**config.mk**
```make
export PLATFORM = sky130hd
export DESIGN_NAME = p_3_sched
export DESIGN_NICKNAME = d
export VERILOG_FILES = /design/src/rtl/p_3_sched.sv
export SDC_FILE = /design/constraint.sdc
export NUM_CORES = 1
export LEC_CHECK = 0
export ABC_AREA = 1
export ABC_CLOCK_PERIOD_IN_PS = 2300
export CAP_MARGIN = 0
export CORE_UTILIZATION = 40
export CTS_BUF_LIST = sky130_fd_sc_hd__clkbuf_8 sky130_fd_sc_hd__clkbuf_16
export DETAILED_ROUTE_END_ITERATION = 8
export PLACE_DENSITY = 0.69
export SYNTH_ARGS = -nofsm -noshare
export SYNTH_HDL_FRONTEND = slang
export SYNTH_SLANG_ARGS = --single-unit
```
**constraint.sdc**
```tcl
create_clock -name i_clk -period 2.3 [get_ports i_clk]
set_clock_uncertainty 0.2 [all_clocks]
set_input_delay 0.46 -clock i_clk [delete_from_list [all_inputs] [get_ports i_clk]]
set_output_delay 0.46 -clock i_clk [all_outputs]
set_load 0.02 [all_outputs]
```
**src/rtl/p_3_sched.sv**
```systemverilog
// Round-robin scheduler feeding a shared registered logic pipeline (D=A&B&C, G=~A&~B, E=D|G|F).
// Define P3_SCHED_FIXED_PRIO_EN for fixed priority (lowest index wins) instead of round-robin.
module p_3_sched #(
  parameter int N_REQ  = 4,
  parameter int DP_LAT = 2,
  parameter int IDW    = 3
) (
  input  logic                 i_clk,
  input  logic                 i_rst_n,
  input  logic [N_REQ-1:0]     i_req,
  input  logic [4*N_REQ-1:0]   i_req_data,
  output logic [N_REQ-1:0]     o_gnt,
  output logic                 o_dp_a,
  output logic                 o_dp_b,
  output logic                 o_dp_c,
  output logic                 o_dp_f,
  input  logic                 i_dp_e,
  output logic                 o_rsp_valid,
  output logic [IDW-1:0]       o_rsp_id,
  output logic                 o_rsp_e,
  output logic                 o_busy
);

  // state | meaning
  // IDLE  | nothing requested, nothing in flight
  // RUN   | launching operand sets
  // DRAIN | no eligible requester, waiting on in-flight tags
  typedef enum logic [1:0] {S_IDLE, S_RUN, S_DRAIN} state_t;

  state_t               r_state;
  state_t               w_state_nxt;
  logic [N_REQ-1:0]     r_pend;
  logic [N_REQ-1:0]     w_elig;
  logic [N_REQ-1:0]     w_onehot;
  logic [N_REQ-1:0]     w_clr;
  logic                 w_found;
  logic [IDW-1:0]       w_sel;
  logic [3:0]           w_data;
  logic [DP_LAT-1:0]    r_f_sr;
  logic [DP_LAT:0]      r_tag_vld;
  logic [IDW-1:0]       r_tag_id [DP_LAT+1];
  logic                 w_in_flight;
  logic                 w_any_req;

  assign w_elig = i_req & ~r_pend;

`ifdef P3_SCHED_FIXED_PRIO_EN
  always_comb begin
    w_found = 1'b0;
    w_sel   = '0;
    for (int i = N_REQ - 1; i >= 0; i--) begin
      if (w_elig[i]) begin
        w_found = 1'b1;
        w_sel   = IDW'(i);
      end
    end
  end
`else
  logic [IDW-1:0]       r_ptr;
  logic [2*N_REQ-1:0]   w_dbl;
  logic [N_REQ-1:0]     w_rot;

  // Rotate eligibility so bit 0 is the requester at the pointer.
  assign w_dbl = {w_elig, w_elig};
  assign w_rot = N_REQ'(w_dbl >> r_ptr);

  always_comb begin
    w_found = 1'b0;
    w_sel   = '0;
    for (int off = N_REQ - 1; off >= 0; off--) begin
      if (w_rot[off]) begin
        w_found = 1'b1;
        w_sel   = IDW'((int'(r_ptr) + off) % N_REQ);
      end
    end
  end

  always_ff @(posedge i_clk or negedge i_rst_n) begin
    if (!i_rst_n) begin
      r_ptr <= '0;
    end else if (w_found) begin
      r_ptr <= IDW'((int'(w_sel) + 1) % N_REQ);
    end
  end
`endif

  always_comb begin
    w_onehot = '0;
    w_data   = '0;
    w_clr    = '0;
    for (int i = 0; i < N_REQ; i++) begin
      if (w_found && (w_sel == IDW'(i))) begin
        w_onehot[i] = 1'b1;
        w_data      = i_req_data[4*i +: 4];
      end
      if (r_tag_vld[DP_LAT] && (r_tag_id[DP_LAT] == IDW'(i))) begin
        w_clr[i] = 1'b1;
      end
    end
  end

  assign w_in_flight = |r_tag_vld;
  assign w_any_req   = |i_req;

  always_comb begin
    w_state_nxt = r_state;
    case (r_state)
      S_IDLE: begin
        if (w_any_req) w_state_nxt = S_RUN;
      end
      S_RUN: begin
        if (!w_in_flight && !w_any_req)   w_state_nxt = S_IDLE;
        else if (!w_found && w_in_flight) w_state_nxt = S_DRAIN;
      end
      S_DRAIN: begin
        if (!w_in_flight && !w_any_req) w_state_nxt = S_IDLE;
        else if (w_found)               w_state_nxt = S_RUN;
      end
      default: w_state_nxt = S_IDLE;
    endcase
  end

  always_ff @(posedge i_clk or negedge i_rst_n) begin
    if (!i_rst_n) begin
      r_state <= S_IDLE;
    end else begin
      r_state <= w_state_nxt;
    end
  end

  assign o_busy = (r_state != S_IDLE);
  assign o_dp_f = r_f_sr[DP_LAT-1];

  always_ff @(posedge i_clk or negedge i_rst_n) begin
    if (!i_rst_n) begin
      o_gnt       <= '0;
      o_dp_a      <= 1'b0;
      o_dp_b      <= 1'b0;
      o_dp_c      <= 1'b0;
      r_f_sr      <= '0;
      r_pend      <= '0;
      r_tag_vld   <= '0;
      for (int s = 0; s <= DP_LAT; s++) r_tag_id[s] <= '0;
      o_rsp_valid <= 1'b0;
      o_rsp_id    <= '0;
      o_rsp_e     <= 1'b0;
    end else begin
      o_gnt     <= w_onehot;
      o_dp_a    <= w_data[3];
      o_dp_b    <= w_data[2];
      o_dp_c    <= w_data[1];
      // F trails A/B/C by DP_LAT-1 edges so E combines operands of one launch.
      r_f_sr    <= {r_f_sr[DP_LAT-2:0], w_data[0]};
      r_pend    <= (r_pend & ~w_clr) | w_onehot;
      r_tag_vld <= {r_tag_vld[DP_LAT-1:0], w_found};
      r_tag_id[0] <= w_sel;
      for (int s = 1; s <= DP_LAT; s++) r_tag_id[s] <= r_tag_id[s-1];
      o_rsp_valid <= r_tag_vld[DP_LAT];
      o_rsp_id    <= r_tag_vld[DP_LAT] ? r_tag_id[DP_LAT] : '0;
      o_rsp_e     <= r_tag_vld[DP_LAT] & i_dp_e;
    end
  end

endmodule
```
==> impl_metrics.env, run 1 <==
export IMPL_status="completed"
export IMPL_yosys_warnings=0
export IMPL_hold_viol_final=0
export IMPL_cts_root_buf="clkbuf_8"
export IMPL_slew_violations=0
export IMPL_p_sw_mw=1.59
export IMPL_diodes=0
export IMPL_grt_pass1_vias=1310
export IMPL_cellPowerDensity_nw_per_um2=1640
export IMPL_die_w_um=64.0
export IMPL_ioPinCount=37
export IMPL_cts_path_max_buffers=2
export IMPL_cts_sinks=30
export IMPL_synth_cell_types=24
export IMPL_yosysSeqAreaShare=0.489
export IMPL_synth_ff_latch_count=30
export IMPL_path_max_fanout=7
export IMPL_dpl_instance_area_um2=2030
export IMPL_synth_cell_area_um2=1540
export IMPL_cts_tree="built"
export IMPL_clkPwrFrac=0.112
export IMPL_drive_gt1_frac=0.242
export IMPL_core_area_um2=3660
export IMPL_antenna_found_initial=0
export IMPL_cp_required_ns=2.27
export IMPL_finalPower_mw=3.63
export IMPL_hpwl_um=2430
export IMPL_drc=0
export IMPL_cts_buffers=5
export IMPL_power_internal_mw=2.05
export IMPL_grt_pass1_wl_um=5560
export IMPL_clock_fmax_mhz=464
export IMPL_timing_rr_start="r_ptr[0]"
export IMPL_start_util=0.420
export IMPL_cp_end_kind="register"
export IMPL_wire_per_inst_um=10.9
export IMPL_viasPerCell=4.57
export IMPL_die_h_um=64.0
export IMPL_hp_start="r_tag_id[4]"
export IMPL_clock_latency_ns=0.27
export IMPL_yosys_area_top_type_share=0.489
export IMPL_place_gp_congestion=0.789
export IMPL_overflow=0
export IMPL_routed_wl_um=3220
export IMPL_startpoint_type="register"
export IMPL_area_growth_pct=44.1
export IMPL_num_vias=1353
export IMPL_setup_viol=0
export IMPL_synth_cells=193
export IMPL_critical_path_max_stage_delay_ns=0.45
export IMPL_fin_util=0.605
export IMPL_maxCapViolations=0
export IMPL_critPathSlowestCell="dfrtp_2"
export IMPL_min_period_ns=2.15
export IMPL_post_route_period_util=0.937
export IMPL_synth_nets=220
export IMPL_port_buffers=35
export IMPL_crit_chain="inv_2, nand3_2, nand2_2, buf_4, nand2_1, nand2_1, nand2_1, nand3_1, nand2_1, nand2_2, inv_2, ha_4, buf_4, nand3_1, nand3_2, nand2_1, nand2_1"
export IMPL_nets=276
export IMPL_peakVddDrop_mv=0.846
export IMPL_p_leak_nw=1.17
export IMPL_startpoint="r_ptr[0]"
export IMPL_htreeDepth=2
export IMPL_drt_iter0_drc=63
export IMPL_wl_met2_um=1650
export IMPL_wl_met3_um=89
export IMPL_power_sequential_fraction=0.250
export IMPL_met1_length_um=1410
export IMPL_syn_area_per_cell_um2=7.96
export IMPL_final_cell_area_um2=2210
export IMPL_hp_class="reg2reg"
export IMPL_p_comb_frac=0.637
export IMPL_switching_share=0.437
export IMPL_rows=22
export IMPL_ctsHoldBuffers=0
export IMPL_drt_pass1_iterations=4
export IMPL_critPathMostFrequentCell="nand2_1"
export IMPL_crit_arrival_ns=2.12
export IMPL_ant_nets=0
export IMPL_crit_type="reg2reg"
export IMPL_synth_area_top_cells="dfrtp_1 (49%), nand2_1 (13%), inv_1 (7.8%), nand3_1 (7.5%), nor2_1 (3.4%)"
export IMPL_synth_area_leader_cell="dfrtp_1"
export IMPL_die_area_um2=4090
export IMPL_grt_max_degree=31
export IMPL_track_usage=0.177
export IMPL_path_clk_slew_ns=0.06
export IMPL_top_layer="met4"
-- placed cells by master, fill, tap and decap left out, types with 3 or more instances in the layout --
cell / instances
inv_1: 27
nand2_1: 48
clkdlybuf4s50_1: 31
o21ai_0: 5
buf_4: 18
nor3_1: 3
nand2_2: 8
nand3_1: 20
o21ai_2: 3
nand3_2: 5
inv_2: 7
nor2_1: 13
dlygate4sd2_1: 3
clkbuf_8: 6
dfrtp_1: 29
-- synthesized netlist by cell type --
cell / number
nand2_1: 55
inv_1: 32
dfrtp_1: 30
nand3_1: 23
nor2_1: 14
o21ai_0: 8
ha_1: 4
nor3_1: 3
a21oi_1: 2
buf_6: 2
clkinv_1: 2
inv_2: 2
nand2_2: 2
nand3_2: 2
nand4_1: 2
o21ai_2: 2
buf_4: 1
buf_8: 1
clkbuf_1: 1
conb_1: 1
nand2_4: 1
nand3_4: 1
nor2_2: 1
nor2_4: 1
-- power by group through the flow --
stage / sequential [mW] / combinational, mW / clock, mW
6_report: 0.910 / 2.32 / 0.409
5_1_grt: 0.935 / 2.60 / 0.449
4_1_cts: 0.900 / 2.13 / 0.417
3_5_place_dp: 0.907 / 2.06 / 0
3_3_place_gp: 0.900 / 2.01 / 0
2_1_floorplan: 0.977 / 1.25 / 0
-- state kept, by name, indices dropped and copies added (netlist names), 2 cells and up --
register and count:
r_pend 4, r_state 2, r_tag_vld 3, r_f_sr 2, r_ptr 2, o_gnt 4, o_rsp_id 2, r_tag_id 6
-- cell type report --
class	instances	area [µm²]
fill	311	1450
sequential	30	752
tap	48	60.1
inverter	36	135
clock buffer	6	82.6
timing repair buffer	54	493
multi-input combinational	122	692
-- per-stage QoR --
step,hold slack (ns),cells,TNS (ns),setup slack (ns)
after floorplan,-0.0356,193,0,0.115
after global placement,0.131,289,-5.07,-0.480
after detailed placement,0.136,289,-5.36,-0.502
after CTS,0.152,295,0,0.0470
after global routing,0.154,296,-0.0251,-0.0223
final,0.150,296,0,0.146
-- worst max-delay path: cells and delay by family (launching register included) --
kind                     cells  cell delay [ns]
flip-flops                   1             0.45
AND/OR/NAND/NOR             12             0.79
buffers and inverters        4             0.41
adder cells (fa/ha/maj)      1             0.18
-- logic make-up (layout without fill, tap and decap cells) --
| kind of cell | after synthesis | count (layout) | synth area share |
|---|---|---|---|
| other | 1 | 1 | 0.00244 |
| flip-flops | 30 | 30 | 0.489 |
| adder cells (fa/ha/maj) | 4 | 4 | 0.0326 |
| AND/OR/NAND/NOR | 105 | 105 | 0.313 |
| buffers and inverters | 41 | 96 | 0.120 |
| AO/OA/AOI/OAI | 12 | 12 | 0.0440 |
-- metal layers --
layer,vias up,GRT usage
met5,-,0
met1,621,0.214
li1,699,-
met2,25,0.303
met3,8,0.0393
met4,0,0.0710
-- final timing paths --
path / end / slack [ns] / cells past startpoint
min: r_tag_id[1] / 0.15 / 0
min reg2reg: r_tag_id[1] / 0.15 / 0
max in group asynchronous: r_ptr[0] / 1.22 / 2
max reg2reg: o_dp_c / 0.15 / 17
min in group asynchronous: o_rsp_e / 0.38 / 2
max: o_dp_c / 0.15 / 17
-- repair_timing --
item                                    CTS  global route
buffers inserted                          0             1
gates cloned                              0             0
gates resized for setup                  15            22
endpoints found under the setup margin   11             9
pin swaps                                 5             8
Power figures use the tool's default switching activity.
==> inputs of run 2 (changes only) <==
SLEW_MARGIN = 5   (was not set)
==> results of run 2 <==
The final DEF is identical to that of run 1; final timing and power are the same.
